$ cat src/rtl/draw_pkg.sv
// Shared types and constants for the draw command scheduler.
package draw_pkg;

  localparam int unsigned ENG_FILL   = 0;
  localparam int unsigned ENG_CIRCLE = 1;
  localparam int unsigned ENG_REUL   = 2;

  localparam int unsigned ENG_W  = 2;
  localparam int unsigned COL_W  = 3;
  localparam int unsigned X_W    = 8;
  localparam int unsigned Y_W    = 7;
  localparam int unsigned DIAM_W = 8;

  typedef enum logic [1:0] {
    ST_IDLE,
    ST_LOAD,
    ST_RUN,
    ST_DROP
  } state_t;

  typedef struct packed {
    logic [ENG_W-1:0]  eng;
    logic [COL_W-1:0]  colour;
    logic [X_W-1:0]    cx;
    logic [Y_W-1:0]    cy;
    logic [DIAM_W-1:0] diam;
  } cmd_t;

endpackage

$ cat src/rtl/cmd_fifo.sv
// Circular command FIFO; DEPTH must be a power of two so pointers wrap naturally.
module cmd_fifo #(
  parameter int unsigned DEPTH = 4,
  parameter int unsigned WIDTH = 8
) (
  input  logic                     clk,
  input  logic                     rst_n,
  input  logic                     push,
  input  logic [WIDTH-1:0]         wr_data,
  input  logic                     pop,
  output logic [WIDTH-1:0]         rd_data,
  output logic                     full,
  output logic                     empty,
  output logic [$clog2(DEPTH):0]   count
);

  localparam int unsigned AW = $clog2(DEPTH);
  localparam int unsigned CW = AW + 1;

  logic [WIDTH-1:0] r_mem [DEPTH];
  logic [AW-1:0]    r_wr_ptr;
  logic [AW-1:0]    r_rd_ptr;
  logic [CW-1:0]    r_count;
  logic             w_push;
  logic             w_pop;

  assign full    = (r_count == CW'(DEPTH));
  assign empty   = (r_count == '0);
  assign count   = r_count;
  assign w_push  = push && !full;
  assign w_pop   = pop && !empty;
  assign rd_data = r_mem[r_rd_ptr];

  // Storage array; contents need no reset since count guards reads.
  always_ff @(posedge clk) begin
    if (w_push) r_mem[r_wr_ptr] <= wr_data;
  end

  // Pointers and occupancy; simultaneous push and pop leave count unchanged.
  always_ff @(posedge clk or negedge rst_n) begin
    if (!rst_n) begin
      r_wr_ptr <= '0;
      r_rd_ptr <= '0;
      r_count  <= '0;
    end else begin
      if (w_push) r_wr_ptr <= r_wr_ptr + AW'(1);
      if (w_pop)  r_rd_ptr <= r_rd_ptr + AW'(1);
      case ({w_push, w_pop})
        2'b10:   r_count <= r_count + CW'(1);
        2'b01:   r_count <= r_count - CW'(1);
        default: r_count <= r_count;
      endcase
    end
  end

endmodule

$ cat src/rtl/draw_scheduler.sv
// Dispatches queued draw commands to one engine at a time and muxes its plot port to the VGA adapter.
module draw_scheduler
  import draw_pkg::*;
#(
  parameter int unsigned N_ENG      = 3,
  parameter int unsigned FIFO_DEPTH = 4
) (
  input  logic                        clk,
  input  logic                        rst_n,
  input  logic                        cmd_valid,
  output logic                        cmd_ready,
  input  logic [ENG_W-1:0]            cmd_eng,
  input  logic [COL_W-1:0]            cmd_colour,
  input  logic [X_W-1:0]              cmd_cx,
  input  logic [Y_W-1:0]              cmd_cy,
  input  logic [DIAM_W-1:0]           cmd_diam,
  output logic [N_ENG-1:0]            eng_start,
  input  logic [N_ENG-1:0]            eng_done,
  input  logic [N_ENG-1:0][X_W-1:0]   eng_x,
  input  logic [N_ENG-1:0][Y_W-1:0]   eng_y,
  input  logic [N_ENG-1:0]            eng_plot,
  output logic [COL_W-1:0]            prm_colour,
  output logic [X_W-1:0]              prm_cx,
  output logic [Y_W-1:0]              prm_cy,
  output logic [DIAM_W-1:0]           prm_diam,
  output logic [X_W-1:0]              vga_x,
  output logic [Y_W-1:0]              vga_y,
  output logic [COL_W-1:0]            vga_colour,
  output logic                        vga_plot,
  output logic                        busy,
  output logic [7:0]                  jobs_done,
  output logic                        bad_cmd
);

  localparam int unsigned CNT_W = $clog2(FIFO_DEPTH) + 1;

  cmd_t              w_in;
  cmd_t              w_head;
  logic              w_full;
  logic              w_empty;
  logic              w_pop;
  logic [CNT_W-1:0]  w_count;
  logic              w_head_ok;
  logic [N_ENG-1:0]  w_onehot;

  state_t            r_state;
  logic [ENG_W-1:0]  r_sel;
  logic [N_ENG-1:0]  r_start;
  logic [COL_W-1:0]  r_colour;
  logic [X_W-1:0]    r_cx;
  logic [Y_W-1:0]    r_cy;
  logic [DIAM_W-1:0] r_diam;
  logic [7:0]        r_jobs;
  logic              r_bad;

  assign w_in      = '{eng: cmd_eng, colour: cmd_colour, cx: cmd_cx, cy: cmd_cy, diam: cmd_diam};
  assign cmd_ready = !w_full;
  assign w_pop     = (r_state == ST_LOAD);
  assign w_head_ok = (32'(w_head.eng) < N_ENG);

  cmd_fifo #(
    .DEPTH (FIFO_DEPTH),
    .WIDTH ($bits(cmd_t))
  ) u_fifo (
    .clk     (clk),
    .rst_n   (rst_n),
    .push    (cmd_valid),
    .wr_data (w_in),
    .pop     (w_pop),
    .rd_data (w_head),
    .full    (w_full),
    .empty   (w_empty),
    .count   (w_count)
  );

  // Start vector for the engine named by the FIFO head.
  always_comb begin
    w_onehot = '0;
    for (int unsigned i = 0; i < N_ENG; i++) begin
      w_onehot[i] = (32'(w_head.eng) == i);
    end
  end

  // Dispatch FSM: fetch head, hold start until done, wait for done to drop.
  always_ff @(posedge clk or negedge rst_n) begin
    if (!rst_n) begin
      r_state  <= ST_IDLE;
      r_sel    <= '0;
      r_start  <= '0;
      r_colour <= '0;
      r_cx     <= '0;
      r_cy     <= '0;
      r_diam   <= '0;
      r_jobs   <= '0;
      r_bad    <= 1'b0;
    end else begin
      case (r_state)
        ST_IDLE: begin
          if (!w_empty) r_state <= ST_LOAD;
        end
        ST_LOAD: begin
          r_sel    <= w_head.eng;
          r_colour <= w_head.colour;
          r_cx     <= w_head.cx;
          r_cy     <= w_head.cy;
          r_diam   <= w_head.diam;
          if (w_head_ok) begin
            r_start <= w_onehot;
            r_state <= ST_RUN;
          end else begin
            r_bad   <= 1'b1;
            r_state <= ST_IDLE;
          end
        end
        ST_RUN: begin
          if (eng_done[r_sel]) begin
            r_start <= '0;
            r_jobs  <= r_jobs + 8'd1;
            r_state <= ST_DROP;
          end
        end
        ST_DROP: begin
          if (!eng_done[r_sel]) r_state <= ST_IDLE;
        end
        default: r_state <= ST_IDLE;
      endcase
    end
  end

  // Plot mux: only the running engine reaches the adapter.
  always_comb begin
    vga_x      = '0;
    vga_y      = '0;
    vga_colour = '0;
    vga_plot   = 1'b0;
    if (r_state == ST_RUN) begin
      vga_x      = eng_x[r_sel];
      vga_y      = eng_y[r_sel];
      vga_colour = r_colour;
      vga_plot   = eng_plot[r_sel];
    end
  end

  assign eng_start  = r_start;
  assign prm_colour = r_colour;
  assign prm_cx     = r_cx;
  assign prm_cy     = r_cy;
  assign prm_diam   = r_diam;
  assign busy       = (r_state != ST_IDLE) || (w_count != '0);
  assign jobs_done  = r_jobs;
  assign bad_cmd    = r_bad;

endmodule
$ cat config.mk
export PLATFORM = sky130hd
export DESIGN_NAME = draw_scheduler
export DESIGN_NICKNAME = d
export VERILOG_FILES = /design/src/rtl/draw_pkg.sv /design/src/rtl/cmd_fifo.sv /design/src/rtl/draw_scheduler.sv
export SDC_FILE = /design/constraint.sdc
export NUM_CORES = 1
export LEC_CHECK = 0
export ABC_AREA = 1
export CORE_MARGIN = 3
export CORE_UTILIZATION = 51
export DETAILED_ROUTE_END_ITERATION = 6
export GPL_TIMING_DRIVEN = 0
export HOLD_SLACK_MARGIN = 0.08
export PLACE_DENSITY = 0.79
export REMOVE_ABC_BUFFERS = 1
export SYNTH_ARGS = -nofsm -noshare
export SYNTH_HDL_FRONTEND = slang
export SYNTH_SLANG_ARGS = --single-unit
$ cat constraint.sdc
create_clock -name clk -period 3.05 [get_ports clk]
set_input_delay 0.61 -clock clk [delete_from_list [all_inputs] [get_ports clk]]
set_output_delay 0.61 -clock clk [all_outputs]
set_load 0.005 [all_outputs]
; ---- Yosys cells after proc, flatten, opt, wreduce, memory -nomap -nowiden
; Memories as Yosys holds them, arrays and structs flattened.
; Cells that the tools add are included.
[totals]
regBits = 49
mem_bits_rw = 112
input_bits = 82
out_inout_bits = 59
mem_count = 1
[op_classes]
n_addsub = 5
n_lt_le_gt_ge = 2
n_eq_ne = 12
n_mux = 23
n_bitwise = 1
n_reduce_logical = 16
[mem_list]
columns = name, words, word_bits, rd, rd_ports_with_merged_regs, write_ports, line_no
row1 = u_fifo.r_mem, 4, 28, 1, 0, 1, cmd_fifo.sv:20  ; logic [WIDTH-1:0] r_mem [DEPTH];
[op_table]
columns = op, count
row1 = $bmux 8 s2, 1
row2 = $mux 8, 2
row3 = $bmux 7 s2, 1
row4 = $mux 7, 2
row5 = $pmux 3 s2, 2
row6 = $mux 3, 3
row7 = $add 8x1->8 const B, 1
row8 = $eq 2x2->1 const B, 4
row9 = $mux 2, 4
row10 = $ne 2x2->1 const B, 4
row11 = $pmux 2 s4, 1
row12 = $eq 2x1->1 const B, 3
row13 = $reduce_and 3->1, 2
row14 = $reduce_bool 2->1, 3
row15 = $mux 1, 5
row16 = $add 2x1->2 const B, 2
row17 = $bmux 1 s2, 2
row18 = $logic_not 2->1, 2
row19 = $reduce_and 2->1, 2
row20 = $add 3x1->3 const B, 1
row21 = $eq 3x3->1 const B, 1
row22 = $logic_not 3->1, 1
row23 = $lt 2x3->1 const B, 1
row24 = $reduce_bool 3->1, 1
row25 = 6 further kinds, 8

; ---- Logic depth before layout (Yosys ltp)
[depth]
ltp_word = 5
ltp_mapped = 10
ltp_nobuf = 10

; ---- Hierarchy
; From an unflattened synthesis, not the netlist that was laid out.
[unflattened]
cells_unflattened = 702
hier_area_um2 = 7148.1
[by_module_without_submodules]
columns = module, n_inst, cells_per_inst, area_per_inst_um2, seq_area_each_um2
row1 = cmd_fifo, 1, 388, 4902.2, 3538.4
row2 = draw_scheduler, 1, 314, 2245.9, 1051.0

; ---- Worst setup path before layout
; OpenSTA, ideal clock, no wires.
[synth_path]
kind = input -> register
start = input cmd_valid
end = memory u_fifo.r_mem[0][0] (netlist bit) (enable)
arrival_time_ps = 1980
required_ps = 2637
path_slack_ps = 657
cell_stages = 2
n_path_buf = 0
cell_sequence = nand2_1 -> nor2_1
[synth_between]
elab_chain_len = 3
[synth_lines]
columns = element, line_no
row1 = from (decl), draw_scheduler.sv:10  ; input logic cmd_valid,
row2 = $logic_and 1x1->1, cmd_fifo.sv:30  ; assign w_push = push && !full;
row3 = $mux 1, cmd_fifo.sv:36  ; if (w_push) r_mem[r_wr_ptr] <= wr_data;
row4 = $mux 1 (not written as such), cmd_fifo.sv:36
row5 = to (decl), cmd_fifo.sv:20
; No other way between the ends.

; ---- Worst setup path after layout
[layout_path]
start = register r_sel[0]
end = output vga_y[2]
[layout_between]
elab_chain_len = 3
[layout_lines]
columns = element, line_no
row1 = from (decl), draw_scheduler.sv:47  ; logic [ENG_W-1:0] r_sel;
row2 = from (signal assigned), draw_scheduler.sv:102  ; r_sel <= w_head.eng;
row3 = $bmux 7 s2, draw_scheduler.sv:138  ; vga_y = eng_y[r_sel];
row4 = $mux 7 (not written as such), draw_scheduler.sv:138
row5 = $mux 7, draw_scheduler.sv:136  ; if (r_state == ST_RUN) begin
row6 = to (decl), draw_scheduler.sv:27  ; output logic [Y_W-1:0] vga_y,
; No other way between the ends. The select of a mux whose other input is x is not followed.

==> results.sh <==
export IMPL_status="finished clean"
export IMPL_required_ns=2.44
export IMPL_synth_fa_ha_area_frac=0.0138
export IMPL_slowest_delay_ns=0.66
export IMPL_first_iter_violations=318
export IMPL_tightest_slew_ns=1.39
export IMPL_cts_htree_levels=4
export IMPL_sequentialPowerShare=0.388
export IMPL_avgRoutedWirePerCell_um=16.9
export IMPL_slew_headroom=0.0735
export IMPL_dpl_cell_area_um2=8470
export IMPL_path_clk_slew_ns=0.06
export IMPL_mostFrequentLayoutCell="nor2_1"
export IMPL_drv_slew=0
export IMPL_viasPerCell=5.33
export IMPL_start_kind="flop"
export IMPL_final_setup_skew_ns=0.00686
export IMPL_final_nets=859
export IMPL_initial_core_util=0.534
export IMPL_core_area_um2=12900
export IMPL_switchingPower_mw=3.07
export IMPL_slowest_stage="dfrtp_2"
export IMPL_synth_top_family_by_area="simple AND/OR/NAND/NOR gates"
export IMPL_seq_area_frac_synth=0.664
export IMPL_holdCritPathClass="in -> async"
export IMPL_use_met3=0.0659
export IMPL_synth_xor_area_frac=0.0127
export IMPL_rsz0062_at_grt="true"
export IMPL_synth_avg_cell_area_um2=10.9
export IMPL_synthDistinctLibCells=30
export IMPL_antenna_found_initial=0
export IMPL_synth_area_um2=6910
export IMPL_overflow=0
export IMPL_period_needed_ns=2.91
export IMPL_setup_viol=0
export IMPL_globalplace_congestion=0.790
export IMPL_cts_hold_buf=0
export IMPL_endpoint_kind="output port"
export IMPL_grt_pass1_vias=5119
export IMPL_busiest_layer="met2"
export IMPL_numCtsBuffers=17
export IMPL_cp_max_fo=20
export IMPL_die_h_um=122
export IMPL_drc=0
export IMPL_grt_util_all_layers=0.220
export IMPL_fin_area_um2=9100
export IMPL_power_density_nw_per_um2=973
export IMPL_dp_hpwl_mm=10.3
export IMPL_grt_max_degree=59
export IMPL_grtUsageMet1=0.240
export IMPL_crit_type="reg -> out"
export IMPL_synth_compound_area_frac=0.0960
export IMPL_die_w_um=122
export IMPL_io_buffers=140
export IMPL_ys_warnings_count=0
export IMPL_hold_violations=0
export IMPL_syn_to_final_growth_pct=31.8
export IMPL_final_antenna_net_count=0
export IMPL_synth_area_mux_share=0
export IMPL_drive_gt1_frac=0.0945
export IMPL_fmax_mhz=344
export IMPL_finalSetupTns_ns=0
export IMPL_clk_path_buf_depth=2
export IMPL_maxCapViolations=0
export IMPL_use_met2=0.403
export IMPL_path_buf_inv=3
export IMPL_cts_sinks=161
export IMPL_via_count=5087
export IMPL_power_frac_comb=0.367
export IMPL_cts_root_buf="clkbuf_16"
export IMPL_die_area_um2=15000
export IMPL_p_leak_nw=3.41
export IMPL_grt_pass1_wl_mm=25.0
export IMPL_wl_mm=16.2
export IMPL_cts_tree="built"
export IMPL_clk_latency_ns=0.42
export IMPL_cp_cell_sequence="clkinvlp_4, buf_4, o21ai_0, a21oi_1, clkdlybuf4s50_1"
export IMPL_switching_share=0.346
export IMPL_dr_pass1_iters=7
export IMPL_mostFrequentLayoutCells="nor2_1 (163), clkdlybuf4s50_1 (139), edfxtp_1 (112)"
export IMPL_synthSimpleGateAreaFrac=0.163
export IMPL_finalCritPeriodShare=0.954
export IMPL_postSynthCellCount=636
export IMPL_clkPwrFrac=0.245
export IMPL_antenna_cells=0
export IMPL_total_power_mw=8.86
export IMPL_final_core_util=0.704
export IMPL_cp_top_family="buffers and inverters"
export IMPL_row_count=41
export IMPL_vdd_drop_max_mv=0.481
export IMPL_worstPathArrival_ns=2.30
export IMPL_yosys_register_bits=161
export IMPL_ios=141
export IMPL_power_internal_mw=5.79
==> sequential cells by signal (all words and copies together) (netlist names), 3 cells and up, named ones only <==
register	count
eng_start	3
prm_cx	8
u_fifo.count	3
prm_colour	3
prm_diam	8
u_fifo.r_mem	112
jobs_done	8
prm_cy	7
==> cells by family (layout without fill, tap and decap cells) <==
| group | Yosys count | after routing |
|---|---|---|
| xor+xnor | 10 | 10 |
| flops | 161 | 161 |
| compound gates | 123 | 123 |
| buf+inv | 63 | 210 |
| simple gates | 272 | 272 |
| fa+ha+maj | 7 | 7 |
==> power by group through the flow <==
stage / Combinational, mW / Sequential, mW / Clock (mW)
after floorplan: 1.71 / 3.40 / 0
after global placement: 2.89 / 3.53 / 0
after detailed placement: 3.25 / 3.47 / 0
after CTS: 3.27 / 3.43 / 2.19
after global routing: 3.63 / 3.50 / 2.30
final: 3.25 / 3.44 / 2.17
==> worst register-to-register path, stage by stage (launching register included) <==
cell	delay [ns]
dfrtp_1	1.27
inv_2	0.65
nand3_1	0.27
nand2_2	0.09
nand2_2	0.08
nand3_2	0.09
nand2_1	0.08
nand2_1	0.05
==> cells in the mapped netlist <==
library cell | count | area, µm²
o21ai_2 | 1 | 8.76
nand2_2 | 13 | 81.3
nand3_2 | 3 | 30.0
inv_2 | 5 | 18.8
edfxtp_1 | 112 | 3360
nor2_8 | 1 | 20.0
ha_1 | 6 | 75.1
o31ai_1 | 1 | 7.51
nand3_1 | 14 | 70.1
nand2_1 | 69 | 259
xnor2_1 | 6 | 52.6
clkbuf_1 | 8 | 30.0
o22ai_1 | 3 | 18.8
o21a_1 | 2 | 15.0
buf_4 | 5 | 37.5
nor2_2 | 2 | 12.5
buf_6 | 11 | 124
dfrtp_1 | 49 | 1230
buf_2 | 9 | 45.0
fa_1 | 1 | 20.0
nand4_1 | 2 | 12.5
xor2_1 | 4 | 35.0
inv_1 | 25 | 93.8
nor2_1 | 167 | 627
a31oi_1 | 23 | 144
a21oi_1 | 18 | 90.1
o21ai_0 | 50 | 250
o21ai_1 | 24 | 120
nor2_4 | 1 | 11.3
a31o_2 | 1 | 8.76
==> routing by layer <==
layer	part of all wire	wire length [µm]
met1	0.38	6170
met2	0.52	8490
met3	0.082	1320
met4	0.012	188
met5	0	0
==> timing repair <==
| action | in CTS | in global routing |
|---|---|---|
| hold endpoints to repair | 0 | 0 |
| pin swaps | 0 | 0 |
| endpoints found under the setup margin | 16 | 15 |
| resized for setup | 1 | 2 |
| setup buffers | 0 | 1 |
==> worst paths after layout <==
path / startpoint / endpoint / slack (ns) / cells past startpoint
max reg2reg: u_fifo.r_rd_ptr[1] / eng_start[2] / 0.36 / 7
min in group clk: u_fifo.count[0] / u_fifo.count[0] / 0.48 / 1
min: rst_n / jobs_done[3] / 0.23 / 1
min reg2reg: u_fifo.count[0] / u_fifo.count[0] / 0.48 / 1
max in group asynchronous: rst_n / u_fifo.r_rd_ptr[0] / 2.22 / 2
max: r_sel[0] / vga_y[2] / 0.14 / 5
==> cell type report <==
class	instances	area (µm²)
fillers	897	3820
clock inverters	10	131
multi-input cells	412	2000
repair buffers	148	1560
inverters	30	116
clock buffers	22	484
well taps	172	215
flip-flops and latches	161	4590
==> per-stage QoR <==
| stage | std cells | hold WS (ns) | setup slack, ns |
|---|---|---|---|
| final | 955 | 0.233 | 0.141 |
| after global routing | 955 | 0.269 | -0.00185 |
| after CTS | 954 | 0.245 | 0.0217 |
| after detailed placement | 922 | 0.470 | 0.249 |
| after global placement | 915 | 0.461 | -0.851 |
| after floorplan | 603 | 0.314 | -0.00572 |
Power figures use the tool's default switching activity.
